**src/rtl/la_clkgate_pkg.sv**
```systemverilog
// Shared types and elaboration helpers for the clock-gate enable controller.
// Holds the FSM state encoding and the counter-width sanity check.
package la_clkgate_pkg;

    localparam logic [1:0] ST_RUN  = 2'b00;
    localparam logic [1:0] ST_OFF  = 2'b01;
    localparam logic [1:0] ST_WAKE = 2'b10;

    typedef enum logic [1:0] {
        RUN  = ST_RUN,
        OFF  = ST_OFF,
        WAKE = ST_WAKE
    } state_e;

    // True when a CW-bit counter can reach both terminal counts without wrapping.
    function automatic bit cw_ok(input int cw, input int idle_cycles, input int wake_cycles);
        int max_cnt;
        max_cnt = (idle_cycles > wake_cycles) ? idle_cycles : wake_cycles;
        return (64'(1) << cw) > 64'(max_cnt);
    endfunction

endpackage

```
**src/rtl/la_clkgatectrl_if.sv**
```systemverilog
// Requester / gated-domain handshake bundle for la_clkgatectrl.
// The controller is the slave; the requester and gated domain sit on the master side.
interface la_clkgatectrl_if;

    logic req;
    logic busy;
    logic force_on;
    logic en;
    logic ack;
    logic gated;

    modport master (
        output req,
        output busy,
        output force_on,
        input  en,
        input  ack,
        input  gated
    );

    modport slave (
        input  req,
        input  busy,
        input  force_on,
        output en,
        output ack,
        output gated
    );

endinterface

```
**src/rtl/la_clkgate_timer.sv**
```systemverilog
// Saturating up-counter with synchronous clear and a terminal-count flag.
// done is decoded from the registered count, so it never depends on this cycle's inputs.
module la_clkgate_timer #(
    parameter int CW    = 8,
    parameter int LIMIT = 16
) (
    input  logic clk,
    input  logic nreset,
    input  logic clr,
    input  logic inc,
    output logic done
);

    localparam logic [CW-1:0] TERM = (LIMIT > 0) ? CW'(LIMIT - 1) : '0;

    logic [CW-1:0] cnt_q;
    logic [CW-1:0] cnt_d;

    // NOTE: default assigned first so every path through the block drives cnt_d; no latch.
    always_comb begin
        cnt_d = cnt_q;
        if (clr) begin
            cnt_d = '0;
        end else if (inc && (cnt_q != '1)) begin
            cnt_d = cnt_q + CW'(1);
        end
    end

    // NOTE: non-blocking assignments for all flop updates to avoid simulation ordering races.
    always_ff @(posedge clk) begin
        if (!nreset) begin
            cnt_q <= '0;
        end else begin
            cnt_q <= cnt_d;
        end
    end

    assign done = (LIMIT > 0) && (cnt_q == TERM);

endmodule

```
**src/rtl/la_clkgatectrl.sv**
```systemverilog
// Activity-driven enable generator for an ICG: gates after an idle period, wakes on demand
// and acknowledges once the gated domain has seen WAKE_CYCLES clocks.
module la_clkgatectrl
    import la_clkgate_pkg::*;
#(
    parameter int IDLE_CYCLES = 16,
    parameter int WAKE_CYCLES = 2,
    parameter int CW          = 8
) (
    input  logic                 clk,
    input  logic                 nreset,
    la_clkgatectrl_if.slave      cg
);

    localparam bit CW_OK = cw_ok(CW, IDLE_CYCLES, WAKE_CYCLES);

    generate
        if (!CW_OK) begin : g_bad_cw
            $error("la_clkgatectrl: CW too narrow for IDLE_CYCLES/WAKE_CYCLES");
        end
    endgenerate

    state_e state_q;
    state_e state_d;

    logic en_q;
    logic en_d;
    logic ack_q;
    logic ack_d;
    logic gated_q;
    logic gated_d;

    logic idle;
    logic idle_clr;
    logic idle_inc;
    logic idle_done;
    logic wake_clr;
    logic wake_inc;
    logic wake_done;

    assign idle = !cg.req && !cg.busy && !cg.force_on;

    la_clkgate_timer #(
        .CW    (CW),
        .LIMIT (IDLE_CYCLES)
    ) u_idle_timer (
        .clk    (clk),
        .nreset (nreset),
        .clr    (idle_clr),
        .inc    (idle_inc),
        .done   (idle_done)
    );

    la_clkgate_timer #(
        .CW    (CW),
        .LIMIT (WAKE_CYCLES)
    ) u_wake_timer (
        .clk    (clk),
        .nreset (nreset),
        .clr    (wake_clr),
        .inc    (wake_inc),
        .done   (wake_done)
    );

    always_comb begin
        state_d  = state_q;
        idle_clr = 1'b1;
        idle_inc = 1'b0;
        wake_clr = 1'b1;
        wake_inc = 1'b0;

        unique case (state_q)
            RUN: begin
                // Activity on the expiring edge wins: only a fully idle edge can gate.
                if (idle) begin
                    if ((IDLE_CYCLES != 0) && idle_done) begin
                        state_d = OFF;
                    end else begin
                        idle_clr = 1'b0;
                        idle_inc = 1'b1;
                    end
                end
            end
            OFF: begin
                if (!idle) begin
                    state_d = (WAKE_CYCLES > 0) ? WAKE : RUN;
                end
            end
            WAKE: begin
                if (wake_done) begin
                    state_d = RUN;
                end else begin
                    wake_clr = 1'b0;
                    wake_inc = 1'b1;
                end
            end
            default: begin
                state_d = RUN;
            end
        endcase
    end

    // Outputs are registered copies of the next-state decode, so they track state_q exactly.
    always_comb begin
        en_d    = (state_d != OFF);
        ack_d   = (state_d == RUN);
        gated_d = (state_d == OFF);
    end

    always_ff @(posedge clk) begin
        if (!nreset) begin
            state_q <= RUN;
            en_q    <= 1'b1;
            ack_q   <= 1'b1;
            gated_q <= 1'b0;
        end else begin
            state_q <= state_d;
            en_q    <= en_d;
            ack_q   <= ack_d;
            gated_q <= gated_d;
        end
    end

    assign cg.en    = en_q;
    assign cg.ack   = ack_q;
    assign cg.gated = gated_q;

endmodule
```
**src/flat_wrapper.sv**
```systemverilog
// flat-port wrapper written by rule: the top's interface ports become plain ports
module la_clkgatectrl_flat import la_clkgate_pkg::*;
#(
    parameter int IDLE_CYCLES = 16,
    parameter int WAKE_CYCLES = 2,
    parameter int CW          = 8
)
  (clk, nreset, cg_req, cg_busy, cg_force_on, cg_en, cg_ack, cg_gated);
  la_clkgatectrl_if cg_i ();
  input  logic clk;
  input  logic nreset;
  input wire logic [$bits(cg_i.req)-1:0] cg_req;
  input wire logic [$bits(cg_i.busy)-1:0] cg_busy;
  input wire logic [$bits(cg_i.force_on)-1:0] cg_force_on;
  output wire logic [$bits(cg_i.en)-1:0] cg_en;
  output wire logic [$bits(cg_i.ack)-1:0] cg_ack;
  output wire logic [$bits(cg_i.gated)-1:0] cg_gated;
  assign cg_i.req = cg_req;
  assign cg_i.busy = cg_busy;
  assign cg_i.force_on = cg_force_on;
  assign cg_en = cg_i.en;
  assign cg_ack = cg_i.ack;
  assign cg_gated = cg_i.gated;
  la_clkgatectrl #(.IDLE_CYCLES(IDLE_CYCLES), .WAKE_CYCLES(WAKE_CYCLES), .CW(CW)) u_core (.clk(clk), .nreset(nreset), .cg(cg_i));
endmodule
```
**config.mk**
```make
export PLATFORM = sky130hd
export DESIGN_NAME = la_clkgatectrl_flat
export DESIGN_NICKNAME = d
export VERILOG_FILES = /design/src/rtl/la_clkgate_pkg.sv /design/src/rtl/la_clkgatectrl_if.sv /design/src/rtl/la_clkgate_timer.sv /design/src/rtl/la_clkgatectrl.sv /design/src/flat_wrapper.sv
export SDC_FILE = /design/constraint.sdc
export NUM_CORES = 1
export LEC_CHECK = 0
export CELL_PAD_IN_SITES_DETAIL_PLACEMENT = 0
export CELL_PAD_IN_SITES_GLOBAL_PLACEMENT = 1
export CORE_ASPECT_RATIO = 1.1
export CORE_MARGIN = 5
export CORE_UTILIZATION = 43
export DETAILED_ROUTE_END_ITERATION = 8
export PLACE_DENSITY_LB_ADDON = 0.1
export SYNTH_ARGS = -nofsm -noshare
export SYNTH_HDL_FRONTEND = slang
export SYNTH_HIERARCHICAL = 1
export SYNTH_SLANG_ARGS = --single-unit
```
**constraint.sdc**
```tcl
create_clock -name clk -period 3.65 [get_ports clk]
set_clock_uncertainty 0.15 [all_clocks]
set_input_delay 0.5475 -clock clk [delete_from_list [all_inputs] [get_ports clk]]
set_output_delay 0.5475 -clock clk [all_outputs]
set_load 0.005 [all_outputs]
```
## Word-level counts from Yosys, hierarchy flattened

Index checks and enable logic that the tools add are counted.

| storage, ports and cells | value |
|---|---|
| register bits after elaboration | 21 |
| output and inout port bits | 3 |

| operators by class | value |
|---|---|
| mux-type cells | 15 |
| add/sub/neg operators | 2 |
| reductions and logical operators | 11 |
| equal/unequal tests | 8 |
| bitwise gates (word level) | 1 |

Operators with widths:

| kind | count |
|---|---|
| adder 8 x 1 -> 8 bit (second input constant) | 2 |
| inequality test 8 bit (second input constant) | 2 |
| 2-to-1 mux 1 bit | 10 |
| == test 8 x 1 -> 1 bit (second input constant) | 1 |
| == test 8 x 4 -> 1 bit (second input constant) | 1 |
| 2-to-1 mux 2 bit | 4 |
| one-hot mux 2 bit (3 select lines) | 1 |
| == test 2 x 1 -> 1 bit (second input constant) | 2 |
| logical AND 1 bit | 4 |
| zero test 2 bit | 2 |
| OR reduction 2 bit | 2 |
| zero test 1 bit | 3 |
| == test 2 bit (second input constant) | 1 |
| inequality test 2 x 1 -> 1 bit (second input constant) | 1 |
| NOT 1 bit | 1 |

## Logic depth before layout (Yosys ltp)

Gate-level depths: netlist of the first run.

| depth | value |
|---|---|
| depth in word-level cells | 6 |
| gate-level depth with buffers | 9 |
| gate-level depth less buffers | 9 |

## Cells and area by module

Netlist of the first run, hierarchy kept.

By module, submodules not included:

| module | area each (um^2) | instances | seq. area each (um^2) | cells each |
|---|---|---|---|---|
| la_clkgate_timer (u_core.u_wake_timer) | 454.2 | 1 | 160.2 | 52 |
| la_clkgate_timer (u_core.u_idle_timer) | 435.4 | 1 | 160.2 | 48 |
| la_clkgatectrl | 198.9 | 1 | 100.1 | 19 |

## Least setup slack after synthesis of the first run

No wires, ideal clock.

| timing path | value |
|---|---|
| kind | register to register |
| start point | register u_core.u_wake_timer.cnt_q[1] |
| end point | register u_core.u_wake_timer.cnt_q[7] |
| setup time | 0.116 ns |
| path slack | 1.113 ns |
| data required time | 3.384 ns |
| cell stages (with the launch flop) | 9 |
| buffers on the path | 0 |
| data arrival time | 2.271 ns |
| path through | dfxtp_1 inv_1 ha_1 or4b_1 nor4_1 nor3b_1 nand4_1 or4b_1 o211a_1 |

| between the ends | value |
|---|---|
| longest elaborated chain between the ends | 4 |
| elaborated cells between the ends (all ways) | 9 |
| classes of those cells | add/sub: 1; eq/ne: 2; mux: 4; reduce/logical: 2 |

RTL lines:

| what | line | text |
|---|---|---|
| start, declared | la_clkgate_timer.sv:16 | `logic [CW-1:0] cnt_q;` |
| start signal, assigned | la_clkgate_timer.sv:34 | `cnt_q <= cnt_d;` |
| == test 8 x 1 -> 1 bit | la_clkgate_timer.sv:38 | `assign done = (LIMIT > 0) && (cnt_q == TERM);` |
| net u_core.wake_done | la_clkgatectrl.sv:39 | `logic wake_done;` |
| 2-to-1 mux 1 bit | la_clkgatectrl.sv:90 | `if (wake_done) begin` |
| 2-to-1 mux 1 bit | la_clkgatectrl.sv:72 | `unique case (state_q)` |
| net u_core.wake_inc | la_clkgatectrl.sv:38 | `logic wake_inc;` |
| logical AND 1 bit | la_clkgate_timer.sv:24 | `end else if (inc && (cnt_q != '1)) begin` |

The timed path passes the listed nets, and every way through them passes these cells.
A chain may end at the register's enable or synchronous reset.

## Final worst setup path of the first run

| timing path | value |
|---|---|
| start point | register u_core.u_wake_timer.cnt_q[1] |
| end point | register u_core.u_wake_timer.cnt_q[3] |

The elaborated chain is that of the path after synthesis.

==> results of run 1 <==
## cells by family (layout without fill, tap and decap cells)
group	Yosys count	count (layout)
AO/OA/AOI/OAI	29	29
adder cells (fa/ha/maj)	3	3
buffers and inverters	6	16
flip-flops	21	21
multiplexers	5	5
AND/OR/NAND/NOR	55	55
## area by class of cell
cell class                      instances  area share
Sequential cell                        21      0.3439
Clock inverter                          1    0.006141
Inverter                                3    0.009212
Tap cell                               31     0.03173
Clock buffer                            3     0.01842
Multi-Input combinational cell         92      0.5210
Timing Repair Buffer                    9     0.06960
## worst min-delay path, delay by kind of cell (launching register included)
kind	cells	cell delay, ps
flops	1	360
buf+inv	1	80
compound gates	1	60
## report_power, final
part           switching [mW]  internal [mW]
combinational         0.00531        0.00670
sequential           0.000107          0.229
clock                  0.0748         0.0417
## layout by cell type, fill, tap and decap left out, types with 4 or more instances in the layout
cell / netlist / final
a21oi_1: 10 / 10
nor3_1: 6 / 6
nand2_1: 9 / 9
mux2i_1: 5 / 5
dfxtp_1: 21 / 21
nand4_1: 4 / 4
a211oi_1: 6 / 6
clkdlybuf4s50_1: 0 / 7
nand2b_1: 6 / 6
## worst paths after layout
path	start	to	depth (start not counted)
setup reg to reg	u_core/u_wake_timer/cnt_q[1]	u_core/u_wake_timer/cnt_q[3]	10
hold / removal	u_core/u_wake_timer/cnt_q[1]	u_core/u_wake_timer/cnt_q[1]	2
setup / recovery	u_core/u_wake_timer/cnt_q[1]	u_core/u_wake_timer/cnt_q[3]	10
hold reg to reg	u_core/u_wake_timer/cnt_q[1]	u_core/u_wake_timer/cnt_q[1]	2
## stage by stage
stage          cells    util  power, mW  hold WS [ps]
2_1_floorplan    119       -     0.2396         314.8
3_3_place_gp     156  0.4823     0.2463         349.6
3_5_place_dp     156  0.4823     0.2465         355.1
4_1_cts          160  0.4944     0.3657         380.5
5_1_grt          160  0.4944     0.3760         413.8
6_report         160  0.4944     0.3579         378.0
## state kept, by name, summed over array words and instances, names as in the netlist
signal and cells:
u_core/cg.gated 1, u_core/u_idle_timer/cnt_q 8, u_core/u_wake_timer/cnt_q 8, u_core/cg.en 1, u_core/cg.ack 1, u_core/state_q 2
## layer usage
metal | global-route usage | vias up | wire length (µm)
li1 | - | 482 | -
met1 | 0.1671 | 431 | 988
met2 | 0.2260 | 5 | 1133
met3 | 0.02479 | 2 | 47
met4 | 0.05217 | 0 | 19
met5 | 0 | - | 0
==> reports/metrics.cfg, run 1 <==
[timing]
max_slew_margin=0.6538
rsz0062_at_grt=no
fin_crit_sh=0.6345
hold_viol=0
setup_viol=0
worst_pin_slew_ps=518.2
fin_tns_setup_ps=0
layout_setup_ws_ps=1334
fmax_mhz=431.8
final_max_slew_viol_count=0
min_period_ps=2316

[placed_design]
dpl.hpwl_um=1635
dp_slack_ps=1075
placed_area_mm2=0.001192
routabilityCongestion=0.7747
portBuffers=7

[synth]
ys_top_cells_by_count=dfxtp_1, a21oi_1, nand2_1
syn_avg_cell_area_um2=9.147
syn_nets=127
yosys_warnings=6
synth_xor_area_frac=0
yosysTopAreaCell=dfxtp_1
synth-adder-area-share=0.03448
synth_top_area_share=0.3862
ys_ff_latch=21
synth_compound_area_frac=0.1828
yosys.area_share.simple=0.3218
async_reset_ff_frac=0
synthMuxAreaShare=0.04598
yosysSeqAreaShare=0.3862
synth.most_common_cell=dfxtp_1
netlist_top_cells_area=dfxtp_1, a21oi_1, mux2i_1, a211oi_1, ha_1
syn_area_mm2=0.001089
synth_top_family_by_area=simple AND/OR/NAND/NOR gates
synth_ff_type=dfxtp_1
netlist_instances=119
ys_types=40
synth-edff-count=0

[drt]
route.vias.total=920
vias_per_cell=5.750
ant_nets=0
first_iter_violations=29
dr.pass1.iters=4
drc=0
avgRoutedWirePerCell_um=13.68
totalWireLength_um=2188

[critical_path]
crit_path_max_incr_delay_ps=420
ff2ff_setup_slack_ps=1330
path_class=reg -> reg
crit_path_max_fanout=10
critPathSlowestCell=nor2b_1
cp-start-kind=flip-flop
critPathTopFamily=simple AND/OR/NAND/NOR gates
crit_required_ps=3760
worstPathCellList=inv_1, ha_1, or4b_1, nor4_1, nor3b_1, buf_4, inv_1, nor2b_1, o21ai_0, a21oi_1
cp_num_buf_inv=3
cp-end-kind=flip-flop
cp_common_cell=inv_1
cp.arrival_ps=2420

[clock_tree]
cts.root.buffer_cell=clkbuf_4
cts-buffers-inserted=3
cts_hold_buf=0
clkTransAtPathRegs_ps=140
cts_resized=0
htreeDepth=1
clk_latency_ps=310
tritoncts=done
cts_setup_buffers=0
clock_sinks=21
clockBufferDepth=2

[global_route]
grt_pass1_wl_um=3967
grt_usage=0.1348
grt_max_degree=14
grt_pass1_vias=892
grt-ovfl-total=0
antenna_found_initial=0

[status]
status=completed

[floorplanning]
die_area_mm2=0.003639
coreArea_mm2=0.002472
row_count=19
die_w_um=57.97
io_pins=8
start_util=0.4403
die_h_um=62.77

[pwr]
power_leakage_nw=0.4191
powerDensity_mw_per_mm2=292.8
max-vdd-ir-drop_mv=0.2331

[finish]
fill_cells=249
nets=138
drive_above_1_share=0.09302
register_area_um2=420.4
multi_input_area_um2=636.9
fin_area_mm2=0.001222
antennaDiodeCount=0
areaGrowthSynthToFinish_pct=12.30

[run]
max_cap_violations=0

[hold_path]
hold_class=reg -> reg

Power figures use the tool's default switching activity.
==> inputs of run 2 (changes only) <==
Clock period 3.65 ns to 2.3 ns, I/O delays scaled along.
==> reports/metrics.cfg, run 2 (synthesized netlist as in run 1, its figures left out) <==
[placed_design]
place_inst=165  ; +5.8%
dpl.hpwl_um=1622  ; -0.81%
placed_area_mm2=0.001265  ; +6.1%
portBuffers=7  ; unchanged
routabilityCongestion=0.7844  ; +1.3%

[finish]
final_common_cell=dfxtp_1
nets=151  ; +9.4%
reg.largest.list=u_core/u_idle_timer/cnt_q: 8 flops, u_core/u_wake_timer/cnt_q: 8 flops, u_core/state_q: 2 flops
fin_area_mm2=0.001360  ; +11%
antennaDiodeCount=0  ; unchanged
multi_input_area_um2=675.6  ; +6.1%
drive_above_1_share=0.2394  ; +0.1464
fill_cells=244  ; -2.0%
register_area_um2=424.2  ; +0.89%
stdcell_count=173  ; +8.1%
areaGrowthSynthToFinish_pct=24.94
layout_common_cells=dfxtp_1, buf_4, a21oi_1

[drt]
route.vias.total=965  ; +4.9%
vias_per_cell=5.578  ; -3.0%
ant_nets=0  ; unchanged
drc=0  ; unchanged
totalWireLength_um=2265  ; +3.5%
first_iter_violations=26  ; -10%
avgRoutedWirePerCell_um=13.09  ; -4.3%
dr.pass1.iters=4  ; unchanged

[critical_path]
reg2reg_from=u_core/u_wake_timer/cnt_q[1]
cp-start-kind=flip-flop
cp.arrival_ps=2310  ; -110 ps
timing.rr.end=u_core/u_wake_timer/cnt_q[7]
cp-end-kind=flip-flop
crit_required_ps=2360  ; -1400 ps
cp.depth=9  ; -1
reg2reg_depth=9  ; -1
critPathSlowestCell=or4b_1
endpoint=u_core/u_wake_timer/cnt_q[7]
worstPathCellList=inv_2, ha_4, or4b_4, nor4_4, nor3b_2, buf_4, nand4_1, or4b_1, o211a_1
critPathTopFamily=simple AND/OR/NAND/NOR gates
crit_path_max_fanout=8  ; -2
startpoint=u_core/u_wake_timer/cnt_q[1]
cp_num_buf_inv=2  ; -1
path_class=reg -> reg
crit_path_max_incr_delay_ps=520  ; +100 ps
ff2ff_setup_slack_ps=40  ; -1290 ps

[timing]
rsz0062_at_grt=yes
fin_crit_sh=0.9814  ; +0.3469
worst_pin_slew_ps=279.0  ; -239.2 ps
setup_viol=0  ; unchanged
min_period_ps=2257  ; -58.59 ps
max_slew_margin=0.8121  ; +0.1582
hold_viol=0  ; unchanged
fmax_mhz=443.0  ; +2.6%
final_max_slew_viol_count=0  ; unchanged

[clock_tree]
clkTransAtPathRegs_ps=120  ; -20 ps
tritoncts=done
htreeDepth=1  ; unchanged
clk_latency_ps=300  ; about the same
cts_hold_buf=0  ; unchanged
cts.root.buffer_cell=clkbuf_4
clockBufferDepth=2  ; unchanged
cts-buffers-inserted=3  ; unchanged
clock_sinks=21  ; unchanged

[floorplanning]
row_count=19  ; unchanged
coreArea_mm2=0.002472  ; unchanged
die_h_um=62.77  ; unchanged
die_area_mm2=0.003639  ; unchanged
die_w_um=57.97  ; unchanged
io_pins=8  ; unchanged
start_util=0.4403  ; unchanged

[pwr]
max-vdd-ir-drop_mv=0.2759  ; +18%
power_leakage_nw=0.5022  ; +20%
powerDensity_mw_per_mm2=415.1  ; +42%

[global_route]
antenna_found_initial=0  ; unchanged
grt_max_degree=13  ; -1
grt_pass1_vias=884  ; -0.90%
grt_usage=0.1269  ; -0.007883
grt-ovfl-total=0  ; unchanged
grt_pass1_wl_um=3760  ; -5.2%

[run]
max_cap_violations=0  ; unchanged

[hold_path]
hold_class=reg -> reg

[status]
status=completed

-- run 2: changes by cell type in the layout (fill, tap and decap cells not counted), sizes merged --
cell      delta
buf         +13
clkinvlp     -1
clkinv       +1
-- run 2: stage by stage --
| step | setup TNS [ps] | utilization | hold slack (ps) | total power [mW] | setup slack (ps) |
|---|---|---|---|---|---|
| 6_report | 0 | 0.5501 | 347.7 | 0.5645 | 42.68 |
| 3_5_place_dp | -23.14 | 0.5116 | 337.0 | 0.3950 | -12.89 |
| 4_1_cts | 0 | 0.5228 | 355.8 | 0.5754 | 0.3459 |
| 5_1_grt | -72.59 | 0.5501 | 408.5 | 0.5938 | -57.24 |
| 2_1_floorplan | 0 | - | 301.2 | 0.3802 | 47.28 |
| 3_3_place_gp | 0 | 0.5116 | 329.1 | 0.3949 | 21.55 |
-- run 2: worst min-delay path by stage --
stage,start,endpoint,depth (start not counted)
finish,u_core/u_idle_timer/cnt_q[0],u_core/u_idle_timer/cnt_q[0],2
global route,u_core/u_idle_timer/cnt_q[0],u_core/u_idle_timer/cnt_q[0],2
CTS,u_core/u_wake_timer/cnt_q[1],u_core/u_wake_timer/cnt_q[1],2
detailed placement,u_core/u_wake_timer/cnt_q[1],u_core/u_wake_timer/cnt_q[1],2
global placement,u_core/u_wake_timer/cnt_q[1],u_core/u_wake_timer/cnt_q[1],2
floorplan,nreset,u_core/cg.ack,1
-- run 2: final cells by class --
type,instances,share of cell area
clock inverters,1,0.003680
multi-input cells,92,0.4968
repair buffers,22,0.1343
well taps,31,0.02852
inverters,3,0.008280
clock buffers,3,0.01656
flip-flops and latches,21,0.3119
-- run 2: metal layers --
layer	GRT usage	wire length, µm	up-vias	part of all wire
li1	-	-	508	-
met5	0	0	-	0
met4	0.05797	38	0	0.017
met3	0.03512	40	4	0.018
met1	0.1432	1057	439	0.47
met2	0.2161	1130	14	0.50
-- run 2: worst register-to-register path, stage by stage, from the launching register on --
cell and delay, ps:
dfxtp_2 350, inv_2 50, ha_4 140, or4b_4 210
nor4_4 40, nor3b_2 210, buf_4 180, nand4_1 180
or4b_1 520, o211a_1 140
-- run 2: where the power goes --
group | switching, mW | internal [mW]
logic | 0.00918 | 0.0139
clock network | 0.113 | 0.0647
registers | 0.000152 | 0.364
-- run 2: repair_timing --
item,4_1_cts,5_1_grt
endpoints found under the hold margin,0,0
gates resized for setup,0,10
buffers inserted,0,4
pin swaps,1,3
cloned,0,0
setup endpoints to repair,1,11
==> inputs of run 3 (changes only) <==
Settings changed: CORE_UTILIZATION 43 to 46.
Clock period 2.3 ns to 2.6 ns, I/O delays scaled along.
==> reports/metrics.cfg, run 3 (synthesized netlist as in run 1, its figures left out) <==
[finish]
utilization=0.5444  ; -0.005657
final_common_cell=dfxtp_1
nets=139  ; -7.9%
areaGrowthSynthToFinish_pct=12.64
reg.largest.list=u_core/u_idle_timer/cnt_q: 8 flops, u_core/u_wake_timer/cnt_q: 8 flops, u_core/state_q: 2 flops
multi_input_area_um2=636.9  ; -5.7%
fill_cells=227  ; -7.0%
antennaDiodeCount=0  ; unchanged
fin_area_mm2=0.001226  ; -9.8%
register_area_um2=420.4  ; -0.89%
layout_common_cells=dfxtp_1, a21oi_1, nand2_1
drive_above_1_share=0.1000  ; -0.1394

[global_route]
grt.met2_usage=0.2120  ; -0.004082
grt_pass1_vias=825  ; -6.7%
grt_pass1_wl_um=3684  ; -2.0%
grt_usage=0.1369  ; +0.009951
grt_busiest_layer=met2
antenna_found_initial=0  ; unchanged
grt_max_degree=13  ; unchanged
grtUsageMet1=0.1821  ; +0.03884
grt-ovfl-total=0  ; unchanged
grt_util_met3=0.02935  ; -0.005774

[drt]
first_iter_violations=23  ; -12%
totalWireLength_um=2087  ; -7.9%
drc=0  ; unchanged
dr.pass1.iters=4  ; unchanged
ant_nets=0  ; unchanged
avgRoutedWirePerCell_um=13.04  ; -0.37%
vias_per_cell=5.844  ; +4.8%
route.vias.total=935  ; -3.1%

[clock_tree]
htreeDepth=1  ; unchanged
cts.root.buffer_cell=clkbuf_4
clkTransAtPathRegs_ps=130  ; about the same
tritoncts=done
cts_hold_buf=0  ; unchanged
cts_setup_buffers=0  ; unchanged
clockBufferDepth=2  ; unchanged
cts_resized=0  ; unchanged
clk_latency_ps=310  ; about the same
clock_sinks=21  ; unchanged
cts-buffers-inserted=3  ; unchanged

[floorplanning]
die_w_um=56.38  ; -2.7%
start_util=0.4833  ; +0.04305
die_h_um=61.02  ; -2.8%
io_pins=8  ; unchanged
die_area_mm2=0.003440  ; -5.5%
coreArea_mm2=0.002252  ; -8.9%
row_count=18  ; -1

[critical_path]
reg2reg_depth=8  ; -1
crit_path_max_fanout=4  ; -4
cp.arrival_ps=2370  ; +60 ps
cp-end-kind=flip-flop
path_class=reg -> reg
crit_required_ps=2650  ; +290 ps
cp-start-kind=flip-flop

[placed_design]
placed_area_mm2=0.001199  ; -5.2%
dp_slack_ps=170.1  ; +183.0 ps
dpl.hpwl_um=1492  ; -8.0%
portBuffers=7  ; unchanged
routabilityCongestion=0.8240  ; +5.0%

[status]
status=completed

[timing]
worst_pin_slew_ps=357.6  ; +78.60 ps
rsz0062_at_grt=no
fmax_mhz=432.1  ; -2.5%
fin_tns_setup_ps=0  ; unchanged
fin_crit_sh=0.8901  ; -0.09137
max_slew_margin=0.7611  ; -0.05093
setup_viol=0  ; unchanged
worst_hold_slack_ps=364.3  ; +16.56 ps
hold_viol=0  ; unchanged
layout_setup_ws_ps=285.8  ; +243.1 ps
final_max_slew_viol_count=0  ; unchanged
min_period_ps=2314  ; +56.87 ps

[pwr]
max-vdd-ir-drop_mv=0.3013  ; +9.2%
powerDensity_mw_per_mm2=405.3  ; -2.3%
power_leakage_nw=0.4283  ; -15%

[hold_path]
hold_class=reg -> reg
whs_path_depth=2  ; unchanged

[run]
max_cap_violations=0  ; unchanged

run 3: path summary, 6_finish.rpt:
| path | slack, ps | to | start |
|---|---|---|---|
| setup / recovery | 290 | u_core/u_wake_timer/cnt_q[7] | u_core/u_wake_timer/cnt_q[1] |
| hold reg to reg | 360 | u_core/u_idle_timer/cnt_q[1] | u_core/u_idle_timer/cnt_q[1] |
| setup reg to reg | 290 | u_core/u_wake_timer/cnt_q[7] | u_core/u_wake_timer/cnt_q[1] |
| hold / removal | 360 | u_core/u_idle_timer/cnt_q[1] | u_core/u_idle_timer/cnt_q[1] |
run 3: critical path, stage by stage (launching register included):
cell     delay, ps
dfxtp_1        390
inv_1           70
ha_1           170
or4b_1         170
nor4_1          50
nor3b_1        300
nand4_1        240
or4b_1         550
o211a_1        140
run 3: through the flow:
step                      total power, mW  cells
after global routing               0.5298    160
after global placement             0.3456    156
after floorplan                    0.3363    119
after detailed placement           0.3459    156
after CTS                          0.5101    160
final                              0.4970    160
run 3: metal layers:
| layer | up-vias | share of wire |
|---|---|---|
| met2 | 18 | 0.42 |
| li1 | 487 | - |
| met1 | 428 | 0.53 |
| met3 | 2 | 0.035 |
| met5 | - | 0 |
| met4 | 0 | 0.0091 |
run 3: power by group:
part / internal (mW) / switching, mW
clock: 0.0573 / 0.101
sequential: 0.322 / 0.000137
combinational: 0.00938 / 0.00732
run 3: final cells by class:
cell class | count | area share
Sequential cell | 21 | 0.3429
Clock inverter | 1 | 0.004082
Inverter | 3 | 0.009184
Timing Repair Buffer | 10 | 0.07551
Tap cell | 30 | 0.03061
Clock buffer | 3 | 0.01837
Multi-Input combinational cell | 92 | 0.5194
